==> src/rtl/timer_programable_if.sv <==
// Control/status bundle of the programmable interval timer.
// The master drives the controls; the slave is the timer itself.
interface timer_programable_if #(
  parameter int unsigned WIDTH  = 22,
  parameter int unsigned TCNT_W = 8
);
  logic              EN;
  logic              start;
  logic              stop;
  logic              mode;
  logic [WIDTH-1:0]  period;
  logic              done_clr;
  logic [WIDTH-1:0]  cuenta;
  logic              tick;
  logic              running;
  logic              done;
  logic [TCNT_W-1:0] n_ticks;

  modport master (
    output EN, start, stop, mode, period, done_clr,
    input  cuenta, tick, running, done, n_ticks
  );

  modport slave (
    input  EN, start, stop, mode, period, done_clr,
    output cuenta, tick, running, done, n_ticks
  );
endinterface

==> src/rtl/timer_programable.sv <==
// Programmable periodic/one-shot interval timer with start/stop control,
// count enable, registered one-cycle tick, sticky done flag and tick counter.
module timer_programable #(
  parameter int unsigned WIDTH          = 22,
  parameter int unsigned DEFAULT_PERIOD = 2000000,
  parameter int unsigned TCNT_W         = 8
) (
  input logic                clk,
  input logic                rst,
  timer_programable_if.slave bus
);

  typedef enum logic [1:0] {StIdle, StRun, StDone} state_e;

  state_e              state_q, state_d;
  logic [WIDTH-1:0]    cuenta_q, cuenta_d;
  logic [WIDTH-1:0]    period_q, period_d;
  logic                mode_q, mode_d;
  logic                tick_q, tick_d;
  logic                done_q, done_d;
  logic [TCNT_W-1:0]   n_ticks_q, n_ticks_d;

  logic [WIDTH-1:0]    eff_period;
  logic                wrap;

  // A zero period would never wrap; treat it as one cycle.
  assign eff_period = (bus.period == '0) ? WIDTH'(1) : bus.period;
  assign wrap       = (cuenta_q == period_q - WIDTH'(1));

  always_comb begin
    state_d   = state_q;
    cuenta_d  = cuenta_q;
    period_d  = period_q;
    mode_d    = mode_q;
    tick_d    = 1'b0;
    n_ticks_d = n_ticks_q;
    done_d    = bus.done_clr ? 1'b0 : done_q;

    if (bus.stop) begin
      state_d  = StIdle;
      cuenta_d = '0;
    end else if (bus.start) begin
      state_d   = StRun;
      cuenta_d  = '0;
      n_ticks_d = '0;
      done_d    = 1'b0;
      period_d  = eff_period;
      mode_d    = bus.mode;
    end else begin
      unique case (state_q)
        StRun: begin
          if (bus.EN) begin
            if (wrap) begin
              cuenta_d = '0;
              tick_d   = 1'b1;
              if (n_ticks_q != '1) begin
                n_ticks_d = n_ticks_q + TCNT_W'(1);
              end
              if (mode_q) begin
                state_d = StDone;
                done_d  = 1'b1;  // set beats a same-cycle done_clr
              end else begin
                period_d = eff_period;
              end
            end else begin
              cuenta_d = cuenta_q + WIDTH'(1);
            end
          end
        end
        StIdle, StDone: begin
          cuenta_d = '0;
        end
        default: begin
          state_d  = StIdle;
          cuenta_d = '0;
        end
      endcase
    end
  end

  always_ff @(posedge clk) begin
    if (rst) begin
      state_q   <= StIdle;
      cuenta_q  <= '0;
      period_q  <= WIDTH'(DEFAULT_PERIOD);
      mode_q    <= 1'b0;
      tick_q    <= 1'b0;
      done_q    <= 1'b0;
      n_ticks_q <= '0;
    end else begin
      state_q   <= state_d;
      cuenta_q  <= cuenta_d;
      period_q  <= period_d;
      mode_q    <= mode_d;
      tick_q    <= tick_d;
      done_q    <= done_d;
      n_ticks_q <= n_ticks_d;
    end
  end

  assign bus.cuenta  = cuenta_q;
  assign bus.tick    = tick_q;
  assign bus.running = (state_q == StRun);
  assign bus.done    = done_q;
  assign bus.n_ticks = n_ticks_q;

endmodule

==> src/flat_wrapper.sv <==
// flat-port wrapper written by rule: the top's interface ports become plain ports
module timer_programable_flat 
#(
  parameter int unsigned WIDTH          = 22,
  parameter int unsigned DEFAULT_PERIOD = 2000000,
  parameter int unsigned TCNT_W         = 8
)
  (clk, rst, bus_EN, bus_start, bus_stop, bus_mode, bus_period, bus_done_clr, bus_cuenta, bus_tick, bus_running, bus_done, bus_n_ticks);
  timer_programable_if #(.WIDTH(WIDTH), .TCNT_W(TCNT_W)) bus_i ();
  input logic clk;
  input logic rst;
  input wire logic [$bits(bus_i.EN)-1:0] bus_EN;
  input wire logic [$bits(bus_i.start)-1:0] bus_start;
  input wire logic [$bits(bus_i.stop)-1:0] bus_stop;
  input wire logic [$bits(bus_i.mode)-1:0] bus_mode;
  input wire logic [$bits(bus_i.period)-1:0] bus_period;
  input wire logic [$bits(bus_i.done_clr)-1:0] bus_done_clr;
  output wire logic [$bits(bus_i.cuenta)-1:0] bus_cuenta;
  output wire logic [$bits(bus_i.tick)-1:0] bus_tick;
  output wire logic [$bits(bus_i.running)-1:0] bus_running;
  output wire logic [$bits(bus_i.done)-1:0] bus_done;
  output wire logic [$bits(bus_i.n_ticks)-1:0] bus_n_ticks;
  assign bus_i.EN = bus_EN;
  assign bus_i.start = bus_start;
  assign bus_i.stop = bus_stop;
  assign bus_i.mode = bus_mode;
  assign bus_i.period = bus_period;
  assign bus_i.done_clr = bus_done_clr;
  assign bus_cuenta = bus_i.cuenta;
  assign bus_tick = bus_i.tick;
  assign bus_running = bus_i.running;
  assign bus_done = bus_i.done;
  assign bus_n_ticks = bus_i.n_ticks;
  timer_programable #(.WIDTH(WIDTH), .DEFAULT_PERIOD(DEFAULT_PERIOD), .TCNT_W(TCNT_W)) u_core (.clk(clk), .rst(rst), .bus(bus_i));
endmodule
==> config.mk <==
export PLATFORM = sky130hd
export DESIGN_NAME = timer_programable_flat
export DESIGN_NICKNAME = d
export VERILOG_FILES = /design/src/rtl/timer_programable_if.sv /design/src/rtl/timer_programable.sv /design/src/flat_wrapper.sv
export SDC_FILE = /design/constraint.sdc
export NUM_CORES = 1
export LEC_CHECK = 0
export ABC_AREA = 1
export BUFFER_PORTS_ARGS = -buffer_cell sky130_fd_sc_hd__buf_2
export CAP_MARGIN = 0
export CORE_MARGIN = 2
export CORE_UTILIZATION = 26
export CTS_CLUSTER_DIAMETER = 150
export DETAILED_ROUTE_END_ITERATION = 7
export HOLD_SLACK_MARGIN = 0.08
export PLACE_DENSITY_LB_ADDON = 0.2
export SLEW_MARGIN = 20
export SYNTH_ARGS = -nofsm -noshare
export SYNTH_HDL_FRONTEND = slang
export SYNTH_SLANG_ARGS = --single-unit
==> constraint.sdc <==
create_clock -name clk -period 2.8 [get_ports clk]
set_clock_uncertainty 0.2 [all_clocks]
set_input_delay 0.28 -clock clk [delete_from_list [all_inputs] [get_ports clk]]
set_output_delay 0.28 -clock clk [all_outputs]
set_load 0.01 [all_outputs]
==> impl_summary.md, run 1 <==
Run status
The run finished with clean final reports.

Global routing
The number of global-route vias before repair is between 4000 and 5000. For met3 alone, demand over resource in global routing was 2.952%. Entering global routing, the biggest net connects 27 pins. The number of antenna violations at the first check in global routing is 0.

The total global-route track usage is 16.33%. For met1 alone, demand over resource in global routing was 22.88%. The met2 layer usage reported by global route is around a quarter.

After global routing the overflow that remains totals 0. The global-route wire length before repair is 21230 um. The busiest layer in global routing is met2.

Yosys
For this run, the number of Yosys warnings is 0. The synthesized flop and latch total is 57. The distinct cell type count of the synthesized netlist is 41. The net count after synthesis is 691. A synthesized cell averages between 6 and 7 sq um.

The share of synthesized area occupied by flip-flops and latches is 27.73%. The synthesized netlist occupies a cell area of 0.004115 sq mm. In the synthesized netlist, the number of instances is 659.

Clock tree
In this run the clock root is driven by a sky130_fd_sc_hd__clkbuf_16. At the later pin of the worst-skew pair, clock insertion delay measures 0.33 ns. CTS built an H-tree with a depth of 3.

The clock tree from TritonCTS is built. The clock slew seen by the registers of the worst setup and hold paths is 0.05 ns. The CTS buffer count is 9. The number of clock sinks seen by CTS is between 50 and 60.

The maximum clock path buffer count is 2.

Setup path
The number of cells on the worst reg-to-reg path is 17. Along the worst path, the maximum fanout reaches 10. The signal on the critical path passes through inv_1 > ha_2 > inv_1 > nand2_1 > nand2_1 > nor2_2 > nand2_1 > nor2_1 > nand3_2 > nor2_4 > nand2_1 > nor2_1 > nand4_2 > nand2_2 > a21oi_1 > o21ai_0 > inv_1.

In this run the register-to-register setup slack is about 0.27 ns. The endpoint identified for the worst register-to-register timing path is u_core.bus.cuenta[19]. The worst register-to-register path begins at u_core.period_q[0].

The sort of element at the end of the critical path is a flip-flop. The standard cell with the maximum stage delay on the critical path is sky130_fd_sc_hd__dfxtp_1. Together, buffers and inverters on the worst path number 3. The arrival time of the worst setup path is 2.56 ns. In this design, the largest share of critical-path delay is due to simple AND/OR/NAND/NOR gates. For the worst setup path, the data required time is 2.83 ns.

The critical path class is reg2reg. On the worst path, the slowest cell contributes a delay of around 0.36 ns. The critical path's most frequent cell is sky130_fd_sc_hd__nand2_1. STA classifies the critical path startpoint as a flip-flop.

Floorplanning
The area of the core is 0.01531 sq mm. The floorplan step set the die width to 129.8 um. The total die area is 0.01685 sq mm. The floorplan has 45 rows. The number of ports placed on the die boundary is 62.

For this configuration, the core starts out at a cell density of 26.87%. From bottom edge to top edge, the die measures approximately 130 um.

Power and ir drop
The worst ir drop on vdd is roughly 0.00028 V. The analysis attributes to cell leakage a power of 2.487 nW. Overall power consumption after layout is estimated at roughly 2.3 mW. The power density over the cells is 445.5 mW/mm^2.

Routing
The per-cell via count in the routed design is around 4.4. The pre-antenna-repair detailed-routing pass consisted of 5 iterations. The final layout contains routed wiring with a total length of 12760 um. The detail route stage leaves a number of antenna-violating nets equal to 0.

For this run, design rule violations remaining after detail routing come to 0. The routed layout has roughly 4300 vias. After detailed routing, the average wire length per cell comes to 13.16 um. The number of design-rule violations left by the first detailed-router iteration is 185.

Timing
For the pin with the worst max-slew slack, the measured transition is 0.7152 ns. The final number of setup-violating endpoints is 0. The final worst-path cycle share is 90.47%. The total count of hold-check failures in the final report is 0.

Based on the critical path, the design can be clocked at up to roughly 400 MHz. Across all hold checks on the routed design, the worst slack comes to 0.1636 ns. The time the final worst path needs with I/O delays and setup is 2.533 ns. The worst slew margin relative to its limit is 52.03%. In the final timing run, aggregate negative setup slack is 0 ns.

Setup repair after global routing could not meet its margin everywhere. The slack of the critical path is 0.2667 ns. The final number of max-transition violations is 0.

Final layout
Cells fill 34.24% of the core in the end. The area taken by flip-flops and latches is 0.001141 sq mm. The number of antenna cells inserted is 0. The multi-input combinational cell area is 0.002566 sq mm.

For this run, the post-layout net count is around 800. In the final layout, the share of cells above drive strength 1 is 19.24%. Fill cells in the final layout number approximately 1800. The area growth from synthesis to layout is 27.42%.

Placement
The routability-driven placement congestion ratio is 0.9130. After legalization and detailed placement, the total HPWL measured 9977 um. Port buffering added 61 buffers. OpenSTA, run right after detailed placement, puts the worst setup slack at 0.1109 ns.

Flow run
The total of max-cap violations is 0.

Hold path
Counting instances, the worst hold path has a depth of 4. The worst hold path begins at bus_start. The class of the most critical hold timing path is in2reg. The worst hold path terminates at u_core.bus.n_ticks[3].
-- worst max path at each step --
stage               slack [ns]               start                     to  depth (start not counted)
finish                    0.27  u_core.period_q[0]  u_core.bus.cuenta[19]                         17
global route             -0.01  u_core.period_q[0]  u_core.bus.n_ticks[4]                         15
CTS                       0.11  u_core.period_q[0]  u_core.bus.n_ticks[3]                         15
detailed placement        0.11  u_core.period_q[0]  u_core.bus.n_ticks[2]                         15
global placement          0.19  u_core.period_q[0]    u_core.period_q[14]                         17
floorplan                 0.42  u_core.period_q[0]    u_core.period_q[11]                         18
-- Yosys cell counts, drive strengths merged --
master,count,area [sq um]
nand2,182,715.7
nor2,123,573.1
inv,87,329.1
nand3,72,400.4
dfxtp,57,1141
nand4,21,158.9
xor2,16,140.1
a21oi,15,75.07
o21ai,12,60.06
nor3,11,55.05
xnor2,10,87.58
buf,8,75.07
nor4,8,50.05
nand3b,7,52.55
clkbuf,5,18.77
or2,4,25.03
clkinv,3,11.26
ha,3,37.54
o2111ai,3,26.28
o21bai,3,22.52
a211oi,2,15.01
a31oi,2,12.51
or3,2,12.51
a21o,1,7.510
and2,1,6.260
and3,1,6.260
-- flip-flops by register name (all words and copies together) (netlist names) --
register            cells
u_core.period_q        22
u_core.bus.cuenta      22
u_core.bus.n_ticks      8
u_core.bus.done         1
u_core.mode_q           1
u_core.bus.tick         1
u_core.state_q          2
-- metrics by stage --
step                      cells  cell area [sq um]
after global routing        970               5244
after CTS                   970               5218
after floorplan             659               4115
after detailed placement    929               4673
after global placement      929               4673
final                       970               5244
-- area by class of cell --
cell class	count	share of cell area (%)
tap	211	5.035
clock inverter	2	0.1909
multi-input combinational	499	48.94
sequential	57	21.76
clock buffer	14	5.416
timing repair buffer	97	12.17
inverter	90	6.490
-- kinds of logic after synthesis --
group                      synth area share [%]
and+or+nand+nor                           49.95
buffers and inverters                     10.55
DFF                                       27.73
AOI/OAI and AO/OA                         5.321
xor gates and xnor gates                  5.533
adders and majority gates                0.9122
-- layer usage --
layer / up-vias / routed length (um) / part of all wire (%)
met3: 20 / 471 / 3.7
met5: - / 0 / 0
met4: 0 / 398 / 3.1
li1: 2293 / - / -
met1: 1903 / 6627 / 52
met2: 77 / 5267 / 41
-- worst min-delay path: stages --
cell and delay, ns:
sky130_fd_sc_hd__buf_2 0.17, sky130_fd_sc_hd__nor2_1 0.07, sky130_fd_sc_hd__nand3_1 0.07, sky130_fd_sc_hd__a21oi_1 0.06
-- repair_timing --
item / CTS / global route
gates resized for setup: 0 / 6
hold endpoints to repair: 30 / 0
hold buffers: 25 / 0
setup buffers: 0 / 0
setup endpoints to repair: 0 / 31
-- cell usage in the layout (no fill, tap or decap), drive strengths merged, types with 2 or more instances in the layout --
cell type	instances
nand4	21
xor2	16
o21ai	12
a211oi	2
o21bai	3
a31oi	2
clkinv	5
nand2	182
nor4	8
nand3b	7
inv	87
o2111ai	3
ha	3
clkbuf	14
or2	4
nor3	11
a21oi	15
nor2	123
or3	2
dfxtp	57
buf	72
xnor2	10
dlygate4sd3	25
nand3	72
-- where the power goes --
group / switching, mW / leakage [nW] / total (mW) / internal [mW]
combinational: 0.246 / 1.87 / 0.397 / 0.151
clock: 0.372 / 0.149 / 1.06 / 0.691
sequential: 0.0372 / 0.464 / 0.876 / 0.839
Note: power is estimated with default switching activity, not from simulation.
==> inputs of run 2 (changes only) <==
SETUP_SLACK_MARGIN = 0.15   (was default)
clock period = 3.15 ns   (was 2.8 ns; I/O delays follow)
==> run 2 against run 1 <==
Register-to-register slack better by 0.20 ns. Sequential share of layout area grew 0.48 points. Combinational power is 13% lower. Critical path depth unchanged. Count of clock-buffer cells in the layout shrank 3. Highest routed layer unchanged. Fmax is 5.6% lower. First-iteration DRC count up 22%. Utilization shrank 0.74 points. Sequential power is 11% lower. Non-clock buffer count fell by 8. Hold slack got worse by 0.070 ns. Sequential cell count stayed put.
==> impl_summary.md, run 2 (same netlist as run 1, synthesis figures left out) <==
Run status
The run finished with clean final reports.

Timing
The time the final worst path needs with I/O delays and setup came to 2.682 ns (+0.1492 ns). The final number of max-transition violations came to 0 (unchanged). The worst hold slack is 0.09338 ns (-0.07019 ns). The total count of hold-check failures in the final report was 0 (unchanged). Setup repair after global routing could not meet its margin everywhere. The final sum of negative setup slack is 0 ns (unchanged). The worst slew margin relative to its limit was 50.74% (-1.3 points). The highest clock frequency the design can meet is 372.8 MHz (-5.6%).

The final number of setup-violating endpoints came to 0 (unchanged). The final worst-path cycle share is 85.16% (-5.3 points). The worst-margin pin slew came to 0.7343 ns (+0.01913 ns). The slack of the critical path came to 0.4676 ns (+0.2008 ns).

Clock tree
CTS placed an instance of sky130_fd_sc_hd__clkbuf_16 at the clock tree root. The clock slew seen by the registers of the worst setup and hold paths is 0.05 ns (about the same). The source-to-sink clock delay at the later pin of the worst-skew pair was 0.33 ns (about the same). The level count of the clock H-tree is 3 (unchanged).

The clock tree from TritonCTS is built. The maximum clock path buffer count was 2 (unchanged). The number of clock sinks seen by CTS is 57 (unchanged). The CTS buffer count came to 9 (unchanged).

Setup path
The arrival time of the worst setup path came to 2.71 ns (+0.15 ns). The endpoint required time on the critical path came to 3.18 ns (+0.35 ns). The largest fanout of any net on the critical path is 13 (+3). The register-to-register setup slack is 0.47 ns (+0.20 ns).

The critical path class is reg2reg. The launching element type of the critical path is a flip-flop. The worst register-to-register path begins at u_core.period_q[0]. Tracing the worst setup path back leads to its startpoint at u_core.period_q[0]. The sort of element at the end of the critical path is a flip-flop.

Floorplanning
The number of cell rows is 45 (unchanged). The number of ports placed on the die boundary is 62 (unchanged). The initial core utilization is 26.87% (unchanged).

The area of the core was 0.01531 sq mm (unchanged). The vertical die dimension is 129.8 um (unchanged). The die span in x was 129.8 um (unchanged). The total die area is 0.01685 sq mm (unchanged).

Routing
The number of detailed-route iterations in the first pass is 5 (unchanged). The number of design-rule violations left by the first detailed-router iteration is 226 (+22%). The detailed-route wire length per cell was 13.07 um (-0.70%).

The total vias in the final route is 4240 (-1.2%). The per-cell via count in the routed design is 4.412 (-0.31%). The detailed-route wire length is 12560 um (-1.6%). The detailed-route DRC error count came to 0 (unchanged). The number of antenna-violating nets in the routed design is 0 (unchanged).

Flow run
The total of max-cap violations was 0 (unchanged).

Power and ir drop
The worst ir drop on vdd was 0.0002556 V (-9.3%). The standby leakage power is 2.435 nW (-2.1%). The sum of internal, switching and leakage power is 1.988 mW (-15%). The power density over the cells is 387.3 mW/mm^2 (-13%).

Placement
The post-placement cell area is 0.004628 sq mm (-0.96%). The post-DP HPWL was 9769 um (-2.1%). The routability-driven placement congestion ratio came to 0.9279 (+1.6%).

The port buffer count is 61 (unchanged). The worst setup timing slack at the placement stage was 0.4406 ns (+0.3297 ns).

Final layout
The post-layout net count is 778 (-1.0%). Relative to the synthesized area, the layout overhead comes to 24.69%. Leaving out fill and tap cells, the most frequent cell in the layout is sky130_fd_sc_hd__nand2_1. In the layout the commonest cells are sky130_fd_sc_hd__nand2_1, sky130_fd_sc_hd__nor2_1, sky130_fd_sc_hd__inv_1. The number of antenna cells inserted came to 0 (unchanged). The number of fill cells is 1770 (unchanged). The final standard cell area without fillers is 0.005131 sq mm (-2.1%).

The layout cell share with drive strength beyond 1 is 18.00% (-1.2 points).

Global routing
The number of antenna violations at the first check in global routing was 0 (unchanged). The remaining global-route overflow is 0 (unchanged). The global-route wire length before repair came to 19920 um (-6.2%). The largest net degree at the start of global routing is 27 (unchanged).

The number of global-route vias before repair is 3853 (-7.0%). The total global-route track usage is 15.50% (-0.83 points).

Hold path
The class of the most critical hold timing path is in2reg. The start point of the worst min-delay path is bus_stop.
## run 2: layout make-up
type	count	area, sq um	share of cell area (%)
clock inverter	4	20.02	0.3901
timing repair buffer	89	573.1	11.17
sequential	57	1141	22.24
tap	211	264.0	5.145
inverter	90	340.3	6.633
clock buffer	11	242.7	4.731
multi-input combinational	499	2550	49.70
## run 2: report_power, final
part           switching (mW)  total (mW)  internal, mW  leakage [nW]
Combinational           0.215       0.344         0.129          1.84
Sequential             0.0318       0.777         0.746         0.464
Clock                   0.325       0.866         0.541         0.135
## run 2: timing repair
action | in CTS | in global routing
hold endpoints to repair | 28 | 0
resized for setup | 0 | 2
setup endpoints to repair | 0 | 3
hold buffers | 23 | 0
setup buffers | 0 | 0
## run 2: final timing paths
kind,endpoint,depth (start not counted)
min reg2reg,u_core.state_q[1],2
min,u_core.state_q[0],3
max reg2reg,u_core.period_q[14],17
max,u_core.period_q[14],17
## run 2: critical path, stage by stage, from the launching register on
cell and delay, ns:
sky130_fd_sc_hd__dfxtp_1 0.32, sky130_fd_sc_hd__inv_1 0.13, sky130_fd_sc_hd__ha_1 0.31, sky130_fd_sc_hd__nand2_2 0.09
sky130_fd_sc_hd__nor2_2 0.21, sky130_fd_sc_hd__nand3_1 0.17, sky130_fd_sc_hd__nand3_2 0.13, sky130_fd_sc_hd__nand2_2 0.06
sky130_fd_sc_hd__inv_2 0.05, sky130_fd_sc_hd__nand2_1 0.06, sky130_fd_sc_hd__nor2_2 0.09, sky130_fd_sc_hd__nand3_2 0.09
sky130_fd_sc_hd__nor2_4 0.12, sky130_fd_sc_hd__nand4_4 0.10, sky130_fd_sc_hd__nand2_4 0.17, sky130_fd_sc_hd__inv_4 0.12
sky130_fd_sc_hd__nor2_1 0.11, sky130_fd_sc_hd__nor2_1 0.05
## run 2: metal layers
metal / global-route usage, % / share of wire, %
met1: 22.13 / 52
met4: 6.894 / 2.6
met3: 2.624 / 4.6
met2: 22.79 / 41
met5: 0 / 0
## run 2: through the flow
| step | util, % | cells |
|---|---|---|
| after floorplan | - | 659 |
| after global placement | 30.22 | 923 |
| after detailed placement | 30.22 | 923 |
| after CTS | 33.44 | 961 |
| after global routing | 33.50 | 961 |
| final | 33.50 | 961 |
